### src/rtl/usb_ep_regfile.sv
// USB endpoint register file: byte-serialised data buffer, status/error, TX sequencer, flush.
// Optional interrupt mask and irq output under USB_EP_REGFILE_IRQ_EN.
module usb_ep_regfile #(
    parameter int BUF_DEPTH  = 64,
    parameter int TX_TIMEOUT = 255,
    parameter int OCC_W      = $clog2(BUF_DEPTH + 1)
) (
    input  logic             clk,
    input  logic             rst,
    input  logic             rd_en,
    input  logic             wr_en,
    input  logic [3:0]       addr,
    input  logic [1:0]       size,
    input  logic [31:0]      wdata,
    output logic [31:0]      rdata,
    output logic             rdata_valid,
    output logic             hold,
    input  logic [2:0]       rx_packet,
    input  logic             rx_data_ready,
    input  logic             rx_transfer_active,
    input  logic             rx_error,
    input  logic             tx_transfer_active,
    input  logic             tx_error,
    input  logic [OCC_W-1:0] buffer_occupancy,
    input  logic [7:0]       rx_data,
    output logic             get_rx_data,
    output logic             store_tx_data,
    output logic [7:0]       tx_data,
    output logic [2:0]       tx_packet,
    output logic             clear,
    output logic             d_mode
`ifdef USB_EP_REGFILE_IRQ_EN
    ,
    output logic             irq
`endif
);

    localparam int TMR_W = $clog2(TX_TIMEOUT + 1);

    typedef enum logic [1:0] {B_IDLE, B_XFER, B_DONE} buf_state_e;
    typedef enum logic [1:0] {T_IDLE, T_ISSUE, T_BUSY} tx_state_e;

    buf_state_e       bst_q, bst_d;
    logic [1:0]       k_q, k_d;
    logic [1:0]       last_q, last_d;
    logic             wr_q, wr_d;
    logic [OCC_W-1:0] occ_q, occ_d;
    logic [31:0]      acc_q, acc_d;
    logic [31:0]      rdata_q, rdata_d;
    logic             rv_q, rv_d;
    logic [4:0]       st_q, st_d;
    logic [15:0]      err_q, err_d;
    tx_state_e        tst_q, tst_d;
    logic [7:0]       txc_q, txc_d;
    logic [TMR_W-1:0] tmr_q, tmr_d;
    logic [7:0]       fl_q, fl_d;
    logic             clr_q, clr_d;
`ifdef USB_EP_REGFILE_IRQ_EN
    logic [15:0]      mask_q, mask_d;
    logic             irq_q, irq_d;
`endif

    logic        acc_ok, buf_req, reg_rd, reg_wr;
    logic        xfer, fl_act, in_rng, last_byte;
    logic        underrun, overflow, tx_tmo;
    logic [7:0]  rd_byte;
    logic [15:0] status, err_set, err_clr;
    logic [31:0] reg_rdata;

    // A request is only accepted while no buffer transfer is stalling the bus
    assign acc_ok  = (bst_q != B_XFER);
    assign buf_req = acc_ok & (rd_en | wr_en) & (addr == 4'h0);
    assign reg_rd  = acc_ok & rd_en & (addr != 4'h0);
    assign reg_wr  = acc_ok & wr_en & (addr != 4'h0);

    assign xfer      = (bst_q == B_XFER);
    assign fl_act    = (fl_q != 8'h00);
    assign last_byte = (k_q == last_q);
    assign in_rng    = wr_q ? (32'(occ_q) + 32'(k_q) < 32'(BUF_DEPTH))
                            : (32'(k_q) < 32'(occ_q));

    assign get_rx_data   = xfer & ~wr_q & ~fl_act & in_rng;
    assign store_tx_data = xfer & wr_q & ~fl_act & in_rng;
    assign underrun      = xfer & ~wr_q & ~fl_act & ~in_rng;
    assign overflow      = xfer & wr_q & ~fl_act & ~in_rng;
    assign rd_byte       = get_rx_data ? rx_data : 8'h00;
    assign tx_data       = store_tx_data ? wdata[{k_q, 3'b000} +: 8] : 8'h00;

    assign hold        = buf_req | xfer;
    assign rdata       = rdata_q;
    assign rdata_valid = rv_q;
    assign tx_packet   = (tst_q == T_ISSUE) ? txc_q[2:0] : 3'd0;
    assign clear       = clr_q;
    assign d_mode      = tx_transfer_active;
    assign status      = {9'h000, tx_transfer_active, rx_transfer_active, st_q};

    always_comb begin
        reg_rdata = 32'h0;
        case (addr)
            4'h4:    reg_rdata = {16'h0, status};
            4'h6:    reg_rdata = {16'h0, err_q};
            4'h8:    reg_rdata = 32'(buffer_occupancy);
            4'hC:    reg_rdata = {24'h0, txc_q};
            4'hD:    reg_rdata = {24'h0, fl_q};
`ifdef USB_EP_REGFILE_IRQ_EN
            4'hA:    reg_rdata = {16'h0, mask_q};
`endif
            default: reg_rdata = 32'h0;
        endcase
    end

    always_comb begin
        bst_d  = bst_q;
        k_d    = k_q;
        last_d = last_q;
        wr_d   = wr_q;
        occ_d  = occ_q;
        acc_d  = acc_q;
        case (bst_q)
            B_IDLE, B_DONE: begin
                bst_d = B_IDLE;
                if (buf_req) begin
                    bst_d  = B_XFER;
                    k_d    = 2'd0;
                    wr_d   = wr_en;
                    occ_d  = buffer_occupancy;
                    acc_d  = 32'h0;
                    last_d = (size == 2'd0) ? 2'd0 : (size == 2'd1) ? 2'd1 : 2'd3;
                end
            end
            B_XFER: begin
                acc_d[{k_q, 3'b000} +: 8] = rd_byte;
                k_d = k_q + 2'd1;
                if (last_byte) bst_d = B_DONE;
            end
            default: bst_d = B_IDLE;
        endcase
    end

    always_comb begin
        rv_d    = 1'b0;
        rdata_d = rdata_q;
        if (xfer && last_byte && !wr_q) begin
            rv_d    = 1'b1;
            rdata_d = acc_q | (32'(rd_byte) << {k_q, 3'b000});
        end else if (reg_rd) begin
            rv_d    = 1'b1;
            rdata_d = reg_rdata;
        end
    end

    always_comb begin
        st_d = st_q;
        if (rx_data_ready) begin
            st_d[4:1] = 4'h0;
            case (rx_packet)
                3'd1:    st_d[1] = 1'b1;
                3'd2:    st_d[2] = 1'b1;
                3'd3:    st_d[3] = 1'b1;
                3'd4:    st_d[4] = 1'b1;
                default: st_d[4:1] = 4'h0;
            endcase
        end
        if (rx_data_ready && rx_packet == 3'd0) st_d[0] = 1'b1;
        else if (buffer_occupancy == '0)        st_d[0] = 1'b0;
    end

    // Set events override a write-1-to-clear in the same cycle
    always_comb begin
        err_set     = 16'h0;
        err_set[0]  = rx_error;
        err_set[1]  = underrun;
        err_set[8]  = tx_error;
        err_set[9]  = overflow;
        err_set[10] = tx_tmo;
        err_clr     = (reg_wr && addr == 4'h6) ? wdata[15:0] : 16'h0;
        err_d       = (err_q & ~err_clr) | err_set;
    end

    always_comb begin
        tst_d  = tst_q;
        txc_d  = txc_q;
        tmr_d  = tmr_q;
        tx_tmo = 1'b0;
        case (tst_q)
            T_IDLE: begin
                if (reg_wr && addr == 4'hC) begin
                    if (wdata[7:0] == 8'd1 && buffer_occupancy == '0) begin
                        txc_d = 8'h00;
                    end else begin
                        txc_d = wdata[7:0];
                        if (wdata[7:0] >= 8'd1 && wdata[7:0] <= 8'd4) begin
                            tst_d = T_ISSUE;
                            tmr_d = '0;
                        end
                    end
                end
            end
            T_ISSUE: begin
                if (tx_transfer_active) begin
                    tst_d = T_BUSY;
                end else if (tmr_q == TMR_W'(TX_TIMEOUT - 1)) begin
                    tx_tmo = 1'b1;
                    tst_d  = T_IDLE;
                    txc_d  = 8'h00;
                end else begin
                    tmr_d = tmr_q + 1'b1;
                end
            end
            T_BUSY: begin
                if (!tx_transfer_active) begin
                    tst_d = T_IDLE;
                    txc_d = 8'h00;
                end
            end
            default: tst_d = T_IDLE;
        endcase
    end

    // The cycle carrying the clear pulse must not auto-release the flush
    always_comb begin
        fl_d  = fl_q;
        clr_d = 1'b0;
        if (reg_wr && addr == 4'hD && wdata[7:0] != 8'h00) begin
            fl_d  = wdata[7:0];
            clr_d = 1'b1;
        end else if (fl_act && !clr_q && buffer_occupancy == '0) begin
            fl_d = 8'h00;
        end
    end

`ifdef USB_EP_REGFILE_IRQ_EN
    always_comb begin
        mask_d = (reg_wr && addr == 4'hA) ? wdata[15:0] : mask_q;
        irq_d  = |((status | err_q) & mask_q);
    end

    assign irq = irq_q;

    always_ff @(posedge clk or posedge rst) begin
        if (rst) begin
            mask_q <= 16'h0;
            irq_q  <= 1'b0;
        end else begin
            mask_q <= mask_d;
            irq_q  <= irq_d;
        end
    end
`endif

    always_ff @(posedge clk or posedge rst) begin
        if (rst) begin
            bst_q   <= B_IDLE;
            k_q     <= 2'd0;
            last_q  <= 2'd0;
            wr_q    <= 1'b0;
            occ_q   <= '0;
            acc_q   <= 32'h0;
            rdata_q <= 32'h0;
            rv_q    <= 1'b0;
            st_q    <= 5'h0;
            err_q   <= 16'h0;
            tst_q   <= T_IDLE;
            txc_q   <= 8'h00;
            tmr_q   <= '0;
            fl_q    <= 8'h00;
            clr_q   <= 1'b0;
        end else begin
            bst_q   <= bst_d;
            k_q     <= k_d;
            last_q  <= last_d;
            wr_q    <= wr_d;
            occ_q   <= occ_d;
            acc_q   <= acc_d;
            rdata_q <= rdata_d;
            rv_q    <= rv_d;
            st_q    <= st_d;
            err_q   <= err_d;
            tst_q   <= tst_d;
            txc_q   <= txc_d;
            tmr_q   <= tmr_d;
            fl_q    <= fl_d;
            clr_q   <= clr_d;
        end
    end

endmodule

### config.mk
export PLATFORM = sky130hd
export DESIGN_NAME = usb_ep_regfile
export DESIGN_NICKNAME = d
export VERILOG_FILES = /design/src/rtl/usb_ep_regfile.sv
export SDC_FILE = /design/constraint.sdc
export NUM_CORES = 1
export LEC_CHECK = 0
export BUFFER_PORTS_ARGS = -buffer_cell sky130_fd_sc_hd__buf_2
export CAP_MARGIN = 5
export CORE_ASPECT_RATIO = 0.5
export CORE_MARGIN = 8
export CORE_UTILIZATION = 40
export CTS_BUF_LIST = sky130_fd_sc_hd__clkbuf_8
export CTS_CLUSTER_DIAMETER = 100
export DETAILED_ROUTE_END_ITERATION = 6
export GPL_ROUTABILITY_DRIVEN = 0
export MAX_ROUTING_LAYER = met4
export PLACE_DENSITY = 0.75
export SLEW_MARGIN = 0
export SYNTH_ARGS = -nofsm -noshare
export SYNTH_HDL_FRONTEND = slang
export SYNTH_SLANG_ARGS = --single-unit
### constraint.sdc
create_clock -name clk -period 4.28 [get_ports clk]
set_input_delay 0.856 -clock clk [delete_from_list [all_inputs] [get_ports clk]]
set_output_delay 0.856 -clock clk [all_outputs]
set_load 0.05 [all_outputs]
==> impl_metrics.csv, run 1 <==
group,metric,value,unit
final_layout,final.fill_count,1421,
die,core,0.01553,mm^2
route,dr.pass1.iters,5,
sta,tns,0,ns
hold_path,hold_path_class,"reg2reg",
die,num_io_pins,114,
route,wl,18420,um
logic_synthesis,synth_cell_types,63,
placement,placed_cell_area,0.007173,mm^2
global_route,met2_usage,0.2885,
setup_path,reg2reg_to,"rdata[11]$_DFFE_PP0P_",
global_route,overflow,0,
die,die_h,105.4,um
final_layout,drive_above_1_share,0.2894,
logic_synthesis,synth_edf_count,0,
die,die_width,194.8,um
pwr,vdd_drop_max,0.2418,mV
final_layout,nets,769,
cts,cts_hold_buf,0,
cts,cts_resized,0,
final_layout,final_area,0.007551,mm^2
setup_path,crit_start,"k_q[1]$_DFFE_PP0P_",
cts,clk_latency,0.44,ns
logic_synthesis,synth_common_cells,"dfrtp_1 (127), a22o_1 (42), a21oi_1 (36)",
placement,portBuffers,113,
job,maxCapViolations,0,
logic_synthesis,yosysTopAreaCell,"dfrtp_1",
setup_path,cp_num_buf_inv,1,
setup_path,crit_end,"tx_data[2]",
die,initial_core_util,0.4115,
sta,period_needed,3.723,ns
global_route,grt_pass1_wl,29770,um
cts,cts_buffer_depth,2,
logic_synthesis,async_reset_ff_frac,1.000,
logic_synthesis,netlist.area_leader.share,0.4972,
route,drt_iter0_markers,524,
die,dieArea,0.02053,mm^2
global_route,grt_antenna_before_repair,1,
global_route,grt-busiest-layer,"met2",
setup_path,end_kind,"output pin",
logic_synthesis,synth.cell_area,0.006392,mm^2
sta,layout_setup_ws,0.5571,ns
sta,post-route-period-util,0.8698,
cts,cts_tree,"done",
setup_path,reg2reg_from,"k_q[1]$_DFFE_PP0P_",
global_route,grt_max_degree,70,
setup_path,critPathTopFamily,"flip-flops",
route,detail-route-antenna-nets,0,
setup_path,worst_setup_path_start_kind,"flip-flop",
logic_synthesis,ys.flop_type,"dfrtp_1",
placement,hpwl,13260,um
cts,cts_root_buf,"clkbuf_8",
global_route,first_global_vias,5407,
cts,clk_pin_slew_worst_paths,0.08,ns
logic_synthesis,synth-seq-area-share,0.4972,
setup_path,arrival,2.87,ns
setup_path,worst_r2r_path_depth,4,
sta,tightest_slew,1.120,ns
cts,cts_setup_buffers,0,
setup_path,cp_max_fo,18,
logic_synthesis,yosysWarnings,0,
logic_synthesis,post-synth-top-count-cell,"dfrtp_1",
die,rows,32,
global_route,grt_usage,0.1849,
logic_synthesis,synth_cells,580,
setup_path,r2r_setup_slack,1.08,ns
cts,cts_buffers,17,
final_layout,area_delta_synth_final,18.12,%
global_route,use_met1,0.2347,
setup_path,worstSetupPathType,"reg2out",
cts,cts.sinks,127,
logic_synthesis,avgSynthCellArea,11.02,um^2
route,drc,0,
pwr,power_density,476.9,mW/mm^2
sta,fmax,268.6,MHz
sta,setup_violations,0,
setup_path,cp.required,3.42,ns
cts,htreeDepth,4,
setup_path,max_stage_delay,0.83,ns
route,viasPerCell,5.870,
sta,rsz0062_at_grt,"false",
route,vias,5348,
placement,dp_slack,1.022,ns
setup_path,worst-path-stages,6,
setup_path,crit_chain,"ha_1, a21oi_1, or2_2, nand3_1, nor2b_1, buf_2",
logic_synthesis,yosys-top-cells-area,"dfrtp_1 (50%), a22o_1 (5.8%), mux2_2 (3.3%), and3_1 (2.9%), a21oi_1 (2.8%)",
sta,max-slew-margin-rel,0.2535,
sta,drv_slew,0,
route,route.detailed.wl_per_inst,20.22,um
global_route,use_met3,0.04443,
setup_path,crit_path_top_delay_cell,"dfrtp_1",
logic_synthesis,ys_ff_latch,127,
sta,fin_skew,0.01308,ns
pwr,p_leak,0.003666,uW
sta,hold_violations,0,
run_status,outcome,"complete, no violations",
logic_synthesis,synth_nets,657,
-- placed cells by master (no fill, tap or decap), types with 4 or more instances in the layout --
master    instances
o21ai_0          33
a222oi_1          7
clkinv_4          7
a22oi_1           7
or4_1             4
a21boi_0         11
nor4_1            4
ha_1             12
a22o_1           42
o221a_2           8
nor2b_1          18
nand3_1           7
nor3_1           13
inv_1            21
dfrtp_1         127
a21o_1           11
mux4_2            8
nor2_1           23
buf_2           113
nand2_1          29
and3_1           30
buf_4             7
nand2b_1          4
clkbuf_8         17
a211o_1           6
mux2_2           19
nand4_1           6
o31ai_1           4
and2_1            6
a21oi_1          36
a221o_1           7
-- metrics by stage --
stage               hold WS, ns  total power, uW  std cells  utilization
finish                   0.4934             3601        911       0.4861
global route             0.5058             3763        910       0.4859
CTS                      0.4907             3602        909       0.4857
detailed placement       0.4736             2615        877       0.4617
global placement         0.4699             2590        877       0.4617
floorplan                0.4494             2299        580            -
-- power breakdown --
part	switching (uW)	internal [uW]
combinational	634	391
sequential	198	1390
clock	528	465
total	1360	2240
-- layout make-up --
type,instances,area (um^2),share of cell area
clock buffer,17,234.0,0.03099
timing repair buffer,121,638.1,0.08451
sequential,127,3178,0.4209
clock inverter,15,138.9,0.01839
inverter,21,81.33,0.01077
tap,204,255.2,0.03380
antenna,2,5.005,0.0006628
multi-input combinational,404,3020,0.4000
-- how the worst min path moves through the flow --
| stage | end | depth (start not counted) | start |
|---|---|---|---|
| 6_report | err_q[0]$_DFF_PP0_ | 1 | err_q[0]$_DFF_PP0_ |
| 3_3_place_gp | err_q[0]$_DFF_PP0_ | 1 | err_q[0]$_DFF_PP0_ |
| 3_5_place_dp | err_q[0]$_DFF_PP0_ | 1 | err_q[0]$_DFF_PP0_ |
| 4_1_cts | err_q[0]$_DFF_PP0_ | 1 | err_q[0]$_DFF_PP0_ |
| 5_1_grt | err_q[0]$_DFF_PP0_ | 1 | err_q[0]$_DFF_PP0_ |
| 2_1_floorplan | err_q[8]$_DFF_PP0_ | 1 | err_q[8]$_DFF_PP0_ |
-- state kept, by name, indices dropped and copies added, names as in the netlist, 5 cells and up --
| name | count |
|---|---|
| acc_q | 32 |
| err_q | 16 |
| fl_q | 8 |
| occ_q | 7 |
| rdata | 32 |
| st_q | 5 |
| tmr_q | 8 |
| txc_q | 8 |
-- worst register-to-register path, cell delays in order, from the launching register on --
cell	delay [ns]
dfrtp_1	0.83
xor2_1	0.43
or4_1	0.93
nand2_1	0.49
o221a_2	0.41
-- cells by family (layout without fill, tap and decap cells) --
| group | count (synthesis) | in the layout | share of synthesized area |
|---|---|---|---|
| simple gates | 165 | 165 | 0.1468 |
| flops | 127 | 127 | 0.4972 |
| compound gates | 198 | 198 | 0.2355 |
| xor+xnor | 2 | 2 | 0.002741 |
| other cells | 0 | 2 | 0 |
| fa+ha+maj | 12 | 12 | 0.02349 |
| mux | 27 | 27 | 0.06166 |
| buf+inv | 49 | 174 | 0.03269 |
-- routing by layer --
metal,share of wire,vias to the layer above
li1,-,2435
met1,0.45,2688
met2,0.47,192
met3,0.056,33
met4,0.021,0
met5,0,-
Note: power is estimated with default switching activity, not from simulation.
==> run 2, diff against run 1 <==
- CTS_BUF_LIST: sky130_fd_sc_hd__clkbuf_8 -> sky130_fd_sc_hd__clkbuf_4 sky130_fd_sc_hd__clkbuf_8
==> run 2 against run 1 <==
Compared with the run above:
- critical path depth is the same
- via count grew 0.15%
- fmax grew 0.28%
- sequential share of layout area is essentially flat
- global-route usage is the same
- critical path type unchanged
- highest routed layer unchanged
==> impl_metrics.csv, run 2 (synthesized netlist as in run 1, its figures left out) <==
group,metric,value,unit
job,maxCapViolations,0,
setup_path,worst_r2r_path_depth,4,
global_route,grt_pass1_wl,29770,um
placement,place_inst,877,
cts,clk_latency,0.44,ns
route,wl,18430,um
cts,cts_tree,"done",
setup_path,arrival,2.86,ns
die,core,0.01553,mm^2
final_layout,area_delta_synth_final,18.18,%
route,viasPerCell,5.879,
global_route,grt_usage,0.1849,
cts,cts_buffers,17,
cts,cts.sinks,127,
sta,fmax,269.4,MHz
setup_path,worst_setup_path_start_kind,"flip-flop",
cts,cts_buffer_depth,2,
run_status,outcome,"complete, no violations",
cts,clk_pin_slew_worst_paths,0.08,ns
sta,fin_skew,0.01286,ns
route,drc,0,
pwr,p_leak,0.003665,uW
cts,htreeDepth,4,
placement,portBuffers,113,
route,dr.pass1.iters,5,
pwr,p_sw_frac,0.3766,
sta,drv_slew,0,
pwr,power_density,477.9,mW/mm^2
final_layout,final_cells,911,
pwr,switchingPower,1360,uW
die,die_h,105.4,um
global_route,first_global_vias,5407,
sta,rsz0062_at_grt,"false",
pwr,pwr-share-comb,0.284,
cts,cts_root_buf,"clkbuf_8",
sta,hold_violations,0,
global_route,overflow,0,
final_layout,final.fill_count,1420,
final_layout,drive_above_1_share,0.2908,
sta,max-slew-margin-rel,0.2688,
cts,cts_hold_buf,0,
setup_path,r2r_setup_slack,1.10,ns
pwr,clockPowerShare,0.278,
route,drt_iter0_markers,524,
sta,period_needed,3.713,ns
pwr,internal_power,2251,uW
die,num_io_pins,114,
setup_path,reg2reg_from,"k_q[1]$_DFFE_PP0P_",
final_layout,final_cell_mix,"dfrtp_1 (127), buf_2 (113), a22o_1 (42)",
setup_path,end_kind,"output pin",
sta,holdWs,0.4933,ns
sta,tightest_slew,1.097,ns
pwr,vdd_drop_max,0.2424,mV
final_layout,final_common_cell,"dfrtp_1",
cts,cts_resized,0,
sta,tns,0,ns
final_layout,nets,769,
sta,post-route-period-util,0.8674,
placement,hpwl,13260,um
die,initial_core_util,0.4115,
die,dieArea,0.02053,mm^2
die,rows,32,
setup_path,cp.required,3.42,ns
setup_path,worstSetupPathType,"reg2out",
pwr,power_frac_seq,0.439,
route,detail-route-antenna-nets,0,
global_route,grt_antenna_before_repair,1,
cts,cts_setup_buffers,0,
setup_path,cp_max_fo,18,
hold_path,hold_path_depth,1,
global_route,grt_max_degree,70,
hold_path,hold_path_startpoint,"err_q[0]$_DFF_PP0_",
route,vias,5356,
die,die_width,194.8,um
hold_path,hold_path_class,"reg2reg",
setup_path,reg2reg_to,"rdata[11]$_DFFE_PP0P_",
route,route.detailed.wl_per_inst,20.23,um
hold_path,min_to,"err_q[0]$_DFF_PP0_",
sta,setup_violations,0,
## run 2: cell count changes in the layout (fill, tap and decap cells not counted), sizes merged
cell,previous run,this run
inv,25,24
clkbuf,17,18
## run 2: worst max path at each step
stage	slack, ns	cells past startpoint	start	endpoint
2_1_floorplan	0.04	1	rst	acc_q[0]$_DFFE_PP0P_
3_5_place_dp	1.02	6	k_q[1]$_DFFE_PP0P_	tx_data[2]
3_3_place_gp	1.15	6	k_q[1]$_DFFE_PP0P_	tx_data[2]
6_report	0.57	6	k_q[1]$_DFFE_PP0P_	tx_data[2]
5_1_grt	0.34	6	k_q[1]$_DFFE_PP0P_	tx_data[2]
4_1_cts	0.53	6	k_q[1]$_DFFE_PP0P_	tx_data[2]
## run 2: routing by layer
layer | vias to the layer above | global-route usage | share of wire
li1 | 2436 | - | -
met1 | 2678 | 0.2347 | 0.45
met2 | 208 | 0.2885 | 0.47
met3 | 34 | 0.04443 | 0.060
met4 | 0 | 0.06347 | 0.020
met5 | - | - | 0
## run 2: area by class of cell
class                   instances  area (um^2)  area share
multi-input cells             404         3020      0.3998
repair buffers                121        638.1     0.08447
well taps                     204        255.2     0.03379
inverters                      21        81.33     0.01077
flip-flops and latches        127         3178      0.4207
clock inverters                14        135.1     0.01789
clock buffers                  18        241.5     0.03196
diodes                          2        5.005   0.0006625
## run 2: power by group through the flow
stage | clock (uW) | combinational [uW] | sequential [uW]
6_report | 1000 | 1020 | 1580
5_1_grt | 1070 | 1090 | 1610
4_1_cts | 1010 | 1020 | 1580
3_5_place_dp | 0 | 1020 | 1600
3_3_place_gp | 0 | 993 | 1600
2_1_floorplan | 0 | 617 | 1680
## run 2: critical path, stage by stage, from the launching register on
cell and delay (ns):
dfrtp_1 0.83, ha_1 0.37, a21oi_1 0.25, or2_2 0.21, nand3_1 0.27, nor2b_1 0.21
buf_2 0.28
## run 2: metrics by stage
stage	util	instance area (um^2)	setup slack [ns]	total power, uW
CTS	0.4860	7550	0.5349	3610
global route	0.4861	7552	0.3421	3771
global placement	0.4617	7173	1.147	2590
floorplan	-	6392	0.03971	2299
finish	0.4863	7555	0.5675	3610
detailed placement	0.4617	7173	1.022	2615
